`config.mk`:
```
export PLATFORM = sky130hd
export DESIGN_NAME = mul_seq_ctrl
export DESIGN_NICKNAME = d
export VERILOG_FILES = /design/src/rtl/mul_seq_ctrl_pkg.sv /design/src/rtl/mul_seq_ctrl_cache.sv /design/src/rtl/mul_seq_ctrl.sv
export SDC_FILE = /design/constraint.sdc
export NUM_CORES = 1
export LEC_CHECK = 0
export BUFFER_PORTS_ARGS = -buffer_cell sky130_fd_sc_hd__buf_4
export CAP_MARGIN = 20
export CELL_PAD_IN_SITES_DETAIL_PLACEMENT = 0
export CELL_PAD_IN_SITES_GLOBAL_PLACEMENT = 1
export CORE_ASPECT_RATIO = 1.1
export CORE_MARGIN = 8
export CORE_UTILIZATION = 32
export DETAILED_ROUTE_END_ITERATION = 16
export PLACE_DENSITY_LB_ADDON = 0.1
export SYNTH_ARGS = -nofsm -noshare
export SYNTH_HDL_FRONTEND = slang
export SYNTH_SLANG_ARGS = --single-unit
```
`constraint.sdc`:
```
create_clock -name Clk -period 2.55 [get_ports Clk]
set_clock_uncertainty 0.2 [all_clocks]
set_input_delay 0.1275 -clock Clk [delete_from_list [all_inputs] [get_ports Clk]]
set_output_delay 0.1275 -clock Clk [all_outputs]
set_load 0.01 [all_outputs]
```
`src/rtl/mul_seq_ctrl_pkg.sv`:
```
// Shared encodings and defaults for the M-extension multiply sequencer.
package mul_seq_ctrl_pkg;

    localparam int unsigned MUL_XLEN        = 64;
    localparam int unsigned MUL_LATENCY_DEF = 4;
    localparam int unsigned MUL_CNT_W       = 4;

    localparam logic [2:0] MUL_OP_MUL    = 3'd0;
    localparam logic [2:0] MUL_OP_MULH   = 3'd1;
    localparam logic [2:0] MUL_OP_MULHSU = 3'd2;
    localparam logic [2:0] MUL_OP_MULHU  = 3'd3;
    localparam logic [2:0] MUL_OP_MULW   = 3'd4;

    typedef enum logic [1:0] {
        ST_IDLE   = 2'd0,
        ST_LAUNCH = 2'd1,
        ST_WAIT   = 2'd2,
        ST_DONE   = 2'd3
    } mul_state_e;

    function automatic logic op_is_reserved(input logic [2:0] op);
        return op > MUL_OP_MULW;
    endfunction

    function automatic logic op_sign_a(input logic [2:0] op);
        return op != MUL_OP_MULHU;
    endfunction

    function automatic logic op_sign_b(input logic [2:0] op);
        return (op == MUL_OP_MUL) || (op == MUL_OP_MULH) || (op == MUL_OP_MULW);
    endfunction

endpackage

```
`src/rtl/mul_seq_ctrl_cache.sv`:
```
// One-entry product cache: registered entry, hit compare, and low/high/word result selection.
module mul_prod_cache
    import mul_seq_ctrl_pkg::*;
#(
    parameter int unsigned XLEN = MUL_XLEN
) (
    input  logic              Clk,
    input  logic              Rst,
    input  logic              fill_en,
    input  logic [2:0]        fill_op,
    input  logic [XLEN-1:0]   fill_a,
    input  logic [XLEN-1:0]   fill_b,
    input  logic              fill_sign_a,
    input  logic              fill_sign_b,
    input  logic [2*XLEN-1:0] fill_product,
    output logic [XLEN-1:0]   fill_data,
    input  logic [2:0]        lk_op,
    input  logic [XLEN-1:0]   lk_a,
    input  logic [XLEN-1:0]   lk_b,
    input  logic              lk_sign_a,
    input  logic              lk_sign_b,
    output logic              lk_hit,
    output logic [XLEN-1:0]   lk_data
);

    logic              valid_q, valid_d;
    logic [XLEN-1:0]   a_q, a_d;
    logic [XLEN-1:0]   b_q, b_d;
    logic              sign_a_q, sign_a_d;
    logic              sign_b_q, sign_b_d;
    logic [2*XLEN-1:0] prod_q, prod_d;
    logic              opnd_match;
    logic              sign_match;

    function automatic logic [XLEN-1:0] select_half(input logic [2:0] op,
                                                    input logic [2*XLEN-1:0] p);
        logic [XLEN-1:0] r;
        r = '0;
        case (op)
            MUL_OP_MUL:                               r = p[XLEN-1:0];
            MUL_OP_MULH, MUL_OP_MULHSU, MUL_OP_MULHU: r = p[2*XLEN-1:XLEN];
            MUL_OP_MULW:                              r = {{(XLEN-32){p[31]}}, p[31:0]};
            default:                                  r = '0;
        endcase
        return r;
    endfunction

    // Word results never enter the cache, so a later MUL cannot see a truncated product.
    always_comb begin
        valid_d  = valid_q;
        a_d      = a_q;
        b_d      = b_q;
        sign_a_d = sign_a_q;
        sign_b_d = sign_b_q;
        prod_d   = prod_q;
        if (fill_en && (fill_op != MUL_OP_MULW)) begin
            valid_d  = 1'b1;
            a_d      = fill_a;
            b_d      = fill_b;
            sign_a_d = fill_sign_a;
            sign_b_d = fill_sign_b;
            prod_d   = fill_product;
        end
    end

    always_ff @(posedge Clk) begin
        if (!Rst) begin
            valid_q  <= 1'b0;
            a_q      <= '0;
            b_q      <= '0;
            sign_a_q <= 1'b0;
            sign_b_q <= 1'b0;
            prod_q   <= '0;
        end else begin
            valid_q  <= valid_d;
            a_q      <= a_d;
            b_q      <= b_d;
            sign_a_q <= sign_a_d;
            sign_b_q <= sign_b_d;
            prod_q   <= prod_d;
        end
    end

    // The low half is sign-agnostic, so MUL only needs the operands to match.
    always_comb begin
        opnd_match = valid_q && (lk_a == a_q) && (lk_b == b_q);
        sign_match = (lk_sign_a == sign_a_q) && (lk_sign_b == sign_b_q);
        lk_hit     = 1'b0;
        case (lk_op)
            MUL_OP_MUL:                               lk_hit = opnd_match;
            MUL_OP_MULH, MUL_OP_MULHSU, MUL_OP_MULHU: lk_hit = opnd_match && sign_match;
            default:                                  lk_hit = 1'b0;
        endcase
    end

    assign lk_data   = select_half(lk_op, prod_q);
    assign fill_data = select_half(fill_op, fill_product);

endmodule

```
`src/rtl/mul_seq_ctrl.sv`:
```
// Sequencer between EX and the pipelined multiplier array: launch, latency count, result hold.
module mul_seq_ctrl
    import mul_seq_ctrl_pkg::*;
#(
    parameter int unsigned LATENCY = MUL_LATENCY_DEF,
    parameter int unsigned XLEN    = MUL_XLEN
) (
    input  logic              Clk,
    input  logic              Rst,
    input  logic              ReqValid,
    output logic              ReqReady,
    input  logic [2:0]        ReqOp,
    input  logic [XLEN-1:0]   ReqRs1,
    input  logic [XLEN-1:0]   ReqRs2,
    input  logic [4:0]        ReqRd,
    input  logic              Flush,
    output logic              MulStart,
    output logic [XLEN-1:0]   MulA,
    output logic [XLEN-1:0]   MulB,
    output logic              MulSignA,
    output logic              MulSignB,
    input  logic [2*XLEN-1:0] MulProduct,
    output logic              RespValid,
    input  logic              RespReady,
    output logic [XLEN-1:0]   RespData,
    output logic [4:0]        RespRd,
    output logic              Busy
);

    localparam logic [MUL_CNT_W-1:0] CNT_LOAD = MUL_CNT_W'(LATENCY);
    localparam logic [MUL_CNT_W-1:0] CNT_ONE  = MUL_CNT_W'(1);

    mul_state_e           state_q, state_d;
    logic [MUL_CNT_W-1:0] cnt_q, cnt_d;
    logic [XLEN-1:0]      a_q, a_d;
    logic [XLEN-1:0]      b_q, b_d;
    logic                 sign_a_q, sign_a_d;
    logic                 sign_b_q, sign_b_d;
    logic [2:0]           op_q, op_d;
    logic [4:0]           rd_q, rd_d;
    logic [XLEN-1:0]      resp_data_q, resp_data_d;

    logic                 req_is_w;
    logic [XLEN-1:0]      req_a;
    logic [XLEN-1:0]      req_b;
    logic                 req_sign_a;
    logic                 req_sign_b;
    logic                 sample;
    logic                 lk_hit;
    logic [XLEN-1:0]      lk_data;
    logic [XLEN-1:0]      fill_data;

    always_comb begin
        req_is_w   = (ReqOp == MUL_OP_MULW);
        req_a      = req_is_w ? {{(XLEN-32){ReqRs1[31]}}, ReqRs1[31:0]} : ReqRs1;
        req_b      = req_is_w ? {{(XLEN-32){ReqRs2[31]}}, ReqRs2[31:0]} : ReqRs2;
        req_sign_a = op_sign_a(ReqOp);
        req_sign_b = op_sign_b(ReqOp);
    end

    mul_prod_cache #(
        .XLEN (XLEN)
    ) u_cache (
        .Clk          (Clk),
        .Rst          (Rst),
        .fill_en      (sample),
        .fill_op      (op_q),
        .fill_a       (a_q),
        .fill_b       (b_q),
        .fill_sign_a  (sign_a_q),
        .fill_sign_b  (sign_b_q),
        .fill_product (MulProduct),
        .fill_data    (fill_data),
        .lk_op        (ReqOp),
        .lk_a         (req_a),
        .lk_b         (req_b),
        .lk_sign_a    (req_sign_a),
        .lk_sign_b    (req_sign_b),
        .lk_hit       (lk_hit),
        .lk_data      (lk_data)
    );

    assign ReqReady = (state_q == ST_IDLE) && !Flush;

    always_comb begin
        state_d     = state_q;
        cnt_d       = cnt_q;
        a_d         = a_q;
        b_d         = b_q;
        sign_a_d    = sign_a_q;
        sign_b_d    = sign_b_q;
        op_d        = op_q;
        rd_d        = rd_q;
        resp_data_d = resp_data_q;
        sample      = 1'b0;
        case (state_q)
            ST_IDLE: begin
                if (ReqValid && ReqReady) begin
                    rd_d = ReqRd;
                    if (op_is_reserved(ReqOp)) begin
                        resp_data_d = '0;
                        state_d     = ST_DONE;
                    end else if (lk_hit) begin
                        resp_data_d = lk_data;
                        state_d     = ST_DONE;
                    end else begin
                        a_d      = req_a;
                        b_d      = req_b;
                        sign_a_d = req_sign_a;
                        sign_b_d = req_sign_b;
                        op_d     = ReqOp;
                        state_d  = ST_LAUNCH;
                    end
                end
            end
            ST_LAUNCH: begin
                if (Flush) begin
                    state_d = ST_IDLE;
                end else begin
                    cnt_d   = CNT_LOAD;
                    state_d = ST_WAIT;
                end
            end
            ST_WAIT: begin
                // Sample in the cycle whose decrement reaches zero: LATENCY cycles after MulStart.
                if (Flush) begin
                    cnt_d   = '0;
                    state_d = ST_IDLE;
                end else if (cnt_q == CNT_ONE) begin
                    sample      = 1'b1;
                    cnt_d       = '0;
                    resp_data_d = fill_data;
                    state_d     = ST_DONE;
                end else begin
                    cnt_d = cnt_q - CNT_ONE;
                end
            end
            ST_DONE: begin
                if (Flush || RespReady) begin
                    state_d = ST_IDLE;
                end
            end
            default: state_d = ST_IDLE;
        endcase
    end

    always_ff @(posedge Clk) begin
        if (!Rst) begin
            state_q     <= ST_IDLE;
            cnt_q       <= '0;
            a_q         <= '0;
            b_q         <= '0;
            sign_a_q    <= 1'b0;
            sign_b_q    <= 1'b0;
            op_q        <= '0;
            rd_q        <= '0;
            resp_data_q <= '0;
        end else begin
            state_q     <= state_d;
            cnt_q       <= cnt_d;
            a_q         <= a_d;
            b_q         <= b_d;
            sign_a_q    <= sign_a_d;
            sign_b_q    <= sign_b_d;
            op_q        <= op_d;
            rd_q        <= rd_d;
            resp_data_q <= resp_data_d;
        end
    end

    assign MulStart  = (state_q == ST_LAUNCH);
    assign MulA      = a_q;
    assign MulB      = b_q;
    assign MulSignA  = sign_a_q;
    assign MulSignB  = sign_b_q;
    assign RespValid = (state_q == ST_DONE);
    assign RespData  = resp_data_q;
    assign RespRd    = rd_q;
    assign Busy      = (state_q != ST_IDLE);

endmodule

```
======== Word-level counts from Yosys, hierarchy flattened ========
Index checks and enable logic that the tools add are counted.
storage, ports and cells
  flip-flop bits (word level) ............. 467
  word-level logic and storage cells ...... 94
  bits of input ports ..................... 269
  output and inout bits ................... 203
cells by class
  bitwise logic cells ..................... 2
  reductions and logical operators ........ 24
  add/sub/neg operators ................... 1
  $lt $le $gt $ge ......................... 1
  equal/unequal tests ..................... 25
  muxes and demuxes ....................... 26
operator list
  cell                                                  count
  two-way mux 64 bit                                    7
  case mux 64 bit (3 select lines)                      2
  equality test 64 bit                                  2
  case mux 64 bit (2 select lines)                      1
  two-way mux 2 bit                                     7
  equality test 3 x 2 -> 1 bit (second input constant)  4
  two-way mux 4 bit                                     3
  case mux 2 bit (4 select lines)                       1
  case mux 4 bit (2 select lines)                       1
  logical AND 1 bit                                     7
  equality test 3 x 1 -> 1 bit (second input constant)  2
  equality test 3 bit (second input constant)           2
  zero test 3 bit                                       2
  != test 2 bit (second input constant)                 3
  != test 3 x 2 -> 1 bit (second input constant)        2
  != test 3 bit (second input constant)                 2
  nonzero test 2 bit                                    3
  OR reduction 3 bit                                    2
  AND reduction 5 bit                                   1
  equality test 2 bit (second input constant)           2
  equality test 4 x 1 -> 1 bit (second input constant)  1
  != test 2 x 1 -> 1 bit (second input constant)        2
  AND reduction 2 bit                                   2
  AND reduction 4 bit                                   1
  11 further kinds                                      17

======== Longest topological paths before layout ========
  depth after elaboration ................. 11
  depth in mapped cells ................... 14
  gate-level depth less buffers ........... 8

======== By module ========
From an unflattened synthesis, not the netlist that was laid out.
second synthesis, totals
  cell total of the unflattened synthesis .. 2748
  area, all modules ....................... 21994.8 sq um
modules (own cells, without submodules)
  module          area an instance (sq um)  sequential area each (sq um)  instances  cells an instance
  mul_prod_cache  13192.7                   5185.0                        1          1711
  mul_seq_ctrl    8802.2                    4164.0                        1          1037

======== Least setup slack after synthesis ========
No wires, ideal clock.
  path type ............................... reg2reg
  from .................................... register u_cache.b_q[23]
  to ...................................... register sign_b_q, in the netlist MulSignB
  required time ........................... 2.234 ns
  library setup time ...................... 0.116 ns
  cell stages (with the launch flop) ...... 11
  arrival time ............................ 2.525 ns
  path slack .............................. -0.291 ns
  period minus slack after synthesis ...... 2.841 ns
  path buffers ............................ 2
  cell sequence ........................... dfxtp_1 xor2_1 or4_1 a211o_1 nor4_1 nand3_1 or3_1 o21a_1 buf_6 buf_6 o211a_1
between the ends
  longest elaborated chain between the ends .. 6
RTL lines
  what                                 RTL line                  source
  start: declaration                   mul_seq_ctrl_cache.sv:28  logic [XLEN-1:0] b_q, b_d;
  start signal: assignment             mul_seq_ctrl_cache.sv:70  b_q <= '0;
  start signal: assignment             mul_seq_ctrl_cache.sv:77  b_q <= b_d;
  equality test 64 bit (*)             mul_seq_ctrl_cache.sv:86  opnd_match = valid_q && (lk_a == a_q) && (lk_b == b_q);
  logical AND 1 bit (*)                mul_seq_ctrl_cache.sv:86
  logical AND 1 bit                    mul_seq_ctrl_cache.sv:91  MUL_OP_MULH, MUL_OP_MULHSU, MUL_OP_MULHU: lk_hit = opnd_match && sign_match;
  case mux 1 bit (2 select lines) (*)  mul_seq_ctrl_cache.sv:89  case (lk_op)
  inverter 1 bit (no line) (*)         --
  AND reduction 4 bit (no line) (*)    --
  end signal: assignment               mul_seq_ctrl.sv:164       sign_b_q <= sign_b_d;
  end: declaration                     mul_seq_ctrl.sv:38        logic sign_b_q, sign_b_d;
Mark *: on every way between the ends. The rest lies on a longest branch, timed or not.
A chain may end at the register's enable or synchronous reset.

======== Worst setup path after layout ========
  from .................................... register u_cache.b_q[22]
  to ...................................... register b_q[46], in the netlist MulB[46]
between the ends
  longest elaborated chain between the ends .. 6
RTL lines
  what                                 RTL line                  source
  equality test 64 bit (*)             mul_seq_ctrl_cache.sv:86
  logical AND 1 bit (*)                mul_seq_ctrl_cache.sv:86
  logical AND 1 bit                    mul_seq_ctrl_cache.sv:91
  case mux 1 bit (2 select lines) (*)  mul_seq_ctrl_cache.sv:89
  inverter 1 bit (no line) (*)         --
  AND reduction 4 bit (no line) (*)    --
  end signal: assignment               mul_seq_ctrl.sv:152       b_q <= '0;
  end signal: assignment               mul_seq_ctrl.sv:162       b_q <= b_d;
  end: declaration                     mul_seq_ctrl.sv:36        logic [XLEN-1:0] b_q, b_d;
Marked as above.

==> impl_metrics.csv <==
group,metric,value,unit
run_status,violations,"hold timing, setup timing",
power_and_ir_drop,power.leakage,14.3,nW
timing,tightest_slew,0.814,ns
clock_tree,cts_tree,"yes",
placement,gp_congestion,0.844,
synthesis,synthArstFlopShare,0,
synthesis,syn-num-nets,3199,
power_and_ir_drop,pwr-share-seq,0.409,
critical_path,worstPathRequired,2.88,ns
timing,max_slew_margin,0.457,
cells_and_area,nFillCells,7018,
die,die_w,273,um
placement,post-dp-hpwl,65500,um
timing,fmax,0.323,GHz
cells_and_area,nNetsFinal,3994,
placement,place_ws,-0.744,ns
critical_path,ff2ff_path_depth,12,
global_routing,overflow,0,
worst_hold_path,hp-start,"ReqOp[0]",
global_routing,grt_pass1_vias,23462,
run_status,status,"finished, violations left",
power_and_ir_drop,switching_share,0.253,
cells_and_area,layout-drive-gt1-share,0.226,
synthesis,synth_cell_types,56,
routing,avgRoutedWirePerCell,20.6,um
cells_and_area,final_util,0.478,
global_routing,grt_pass1_wl,144000,um
power_and_ir_drop,combPwrFrac,0.137,
routing,wl,96900,um
die,die_h,299,um
critical_path,cp_slowest_cell,"or3_4",
synthesis,yosys_warnings,0,
cells_and_area,synthToLayoutAreaGrowth,47.7,%
timing,setup_violations,198,
routing,drtIter0Drc,1342,
synthesis,synth_edf_count,0,
critical_path,startpoint_type,"flop",
synthesis,syn_inst,2928,
global_routing,grt_usage,0.224,
routing,antenna_left,0,
power_and_ir_drop,p_int,13.7,mW
critical_path,path_cells,"xor2_4, buf_6, nor4_4, nand4_1, nor3_2, buf_4, nand4_1, or3_4, o21ai_4, buf_6, clkbuf_16, mux2i_1",
die,core_area,71800,um^2
critical_path,timing.rr.start,"u_cache.b_q[22]$_SDFFE_PN0P_",
clock_tree,clkTransAtPathRegs,0.06,ns
timing,rsz0062_at_grt,"true",
synthesis,synth.ff_latch_count,467,
die,die_area,81400,um^2
routing,drcViolationCount,0,
timing,final.min_clock_period,3.10,ns
global_routing,antenna_found_initial,4,
timing,finalHoldViolations,1,
clock_tree,cts_sinks,467,
power_and_ir_drop,p_switching,4.64,mW
critical_path,crit_type,"flop to flop",
clock_tree,clk_latency,0.62,ns
worst_hold_path,hold_class,"input pin to flop",
die,io_pins,472,
critical_path,reg2reg_slack,-0.55,ns
routing,num_vias,23455,
power_and_ir_drop,power.density,535,nW/um^2
power_and_ir_drop,vdd_drop_max,0.529,mV
clock_tree,cts_buffers,56,
routing,first_pass_iters,5,
synthesis,synth_ff_type,"dfxtp_1",
timing,fin_crit_sh,1.21,
clock_tree,clock_path_buffers,3,
clock_tree,root_buffer,"clkbuf_16",
flow_run,maxCapViolations,0,
routing,vias_per_cell,4.98,
synthesis,netlist_area,23200,um^2
critical_path,crit_arrival,3.42,ns
power_and_ir_drop,p_clk_frac,0.454,
clock_tree,cts_max_level,2,
timing,finalSetupTns,-95.29,ns
global_routing,grt_max_degree,162,
critical_path,max_stage_delay,0.43,ns
timing,finalWorstSetupSlack,-0.545,ns
die,start_util,0.323,
timing,slew_viol_final,0,
critical_path,endpoint_kind,"flop",
critical_path,r2r-end,"MulB[46]$_SDFFE_PN0P_",
worst_hold_path,hold_depth,6,
synthesis,avgSynthCellArea,7.93,um^2
timing,hold_slack,-0.00639,ns
power_and_ir_drop,total_power,18.4,mW
worst_hold_path,whs_endpoint,"MulSignA$_SDFFE_PN0P_",
synthesis,yosysSeqAreaShare,0.403,
placement,io_buffers,471,
die,rows,103,
critical_path,crit_fanout,7,
[area by class of cell]
| type | instances | area [um^2] | area share |
|---|---|---|---|
| Inverter | 33 | 124 | 0.00361 |
| Clock inverter | 16 | 219 | 0.00638 |
| Clock buffer | 83 | 1680 | 0.0491 |
| Antenna cell | 1 | 2.50 | 0.0000730 |
| Tap cell | 945 | 1180 | 0.0345 |
| Timing Repair Buffer | 975 | 8650 | 0.252 |
| Sequential cell | 467 | 9370 | 0.273 |
| Multi-Input combinational cell | 2190 | 13100 | 0.381 |
[worst max-delay path by stage]
stage / end / depth (start not counted) / startpoint
final: MulB[46]$_SDFFE_PN0P_ / 12 / u_cache.b_q[22]$_SDFFE_PN0P_
after global routing: MulB[34]$_SDFFE_PN0P_ / 12 / u_cache.b_q[22]$_SDFFE_PN0P_
after CTS: RespData[7]$_SDFFE_PN0P_ / 11 / u_cache.b_q[25]$_SDFFE_PN0P_
after detailed placement: RespData[19]$_SDFFE_PN0P_ / 11 / ReqOp[1]
after global placement: RespData[20]$_SDFFE_PN0P_ / 11 / ReqOp[1]
after floorplan: MulSignB$_SDFFE_PN0P_ / 10 / u_cache.a_q[18]$_SDFFE_PN0P_
[per-stage QoR]
| step | instance area (um^2) | std cells |
|---|---|---|
| after floorplan | 23400 | 2928 |
| after global placement | 28800 | 4305 |
| after detailed placement | 28800 | 4305 |
| after CTS | 34000 | 4697 |
| after global routing | 34300 | 4709 |
| final | 34300 | 4710 |
[layer usage]
metal	up-vias	GRT usage	share of wire	wire length (um)
li1	11426	-	-	-
met1	11241	0.278	0.43	41300
met2	622	0.379	0.48	46600
met3	160	0.0512	0.060	5820
met4	6	0.0784	0.033	3160
met5	-	0	0.00035	34
[cells by family after synthesis]
family	share of synthesized area
simple gates	0.231
flops	0.403
mux	0.101
xor+xnor	0.0366
fa+ha+maj	0.00108
compound gates	0.176
buf+inv	0.0513
[Yosys cell counts, types with 34 or more instances]
cell | n | share of area
a211oi_1 | 34 | 0.011
a21boi_0 | 263 | 0.085
a21o_1 | 39 | 0.013
a21oi_1 | 140 | 0.030
clkbuf_1 | 195 | 0.032
dfxtp_1 | 467 | 0.40
mux2i_1 | 233 | 0.10
nand2_1 | 968 | 0.16
nor2_1 | 56 | 0.0091
nor3b_1 | 69 | 0.022
o211ai_1 | 35 | 0.011
o21ai_0 | 45 | 0.0097
xor2_1 | 71 | 0.027
[sequential cells by signal, summed over array words and instances (netlist names)]
register and flops:
op_q 3, MulB 64, u_cache.a_q 64, u_cache.valid_q 1, cnt_q 4, state_q 2, MulSignB 1, RespRd 5
u_cache.b_q 64, u_cache.sign_a_q 1, RespData 64, MulSignA 1, MulA 64, u_cache.sign_b_q 1, u_cache.prod_q 128
[power groups by stage]
stage	Combinational [mW]	Sequential, mW	Clock [mW]
floorplan	0.927	7.67	0
global placement	2.05	7.67	0
detailed placement	2.06	7.67	0
CTS	2.49	7.51	8.59
global route	2.68	7.51	8.89
finish	2.51	7.51	8.34
[layout by cell type (no fill, tap or decap), types with 7 or more instances in the layout]
master	Yosys	layout
nand2_1	968	967
buf_4	0	644
dfxtp_1	467	459
dlygate4sd3_1	0	281
a21boi_0	263	263
mux2i_1	233	232
a21oi_1	140	130
nor3b_1	69	67
xor2_1	71	64
clkbuf_16	0	62
nor2_1	56	54
o21ai_0	45	45
a21o_1	39	39
o211ai_1	35	35
a211oi_1	34	34
inv_1	33	33
nand2b_1	32	31
buf_12	0	29
xnor2_1	26	26
nand4_1	18	18
nand3_1	20	18
nor4_1	21	16
clkbuf_8	0	16
nor2b_1	15	15
nor3_1	14	11
clkbuf_1	195	10
a21oi_2	0	9
or3_1	11	8
o22ai_1	8	7
a22oi_1	7	7
clkinv_2	0	7
buf_16	0	7
buf_6	22	7
[critical path, delay by kind of cell (launching register included)]
family | cells | cell delay, ns
multiplexers | 1 | 0.19
buffers and inverters | 4 | 0.64
AND/OR/NAND/NOR | 5 | 1.21
XOR/XNOR | 1 | 0.16
AO/OA/AOI/OAI | 1 | 0.24
flip-flops | 1 | 0.36
[what timing repair did]
action / 4_1_cts / 5_1_grt
pin swaps: 3 / 14
endpoints found under the hold margin: 353 / 1
gates cloned: 6 / 6
gates resized for setup: 35 / 41
endpoints found under the setup margin: 198 / 202
setup buffers: 5 / 7
hold buffers: 282 / 1
Power figures use the tool's default switching activity.
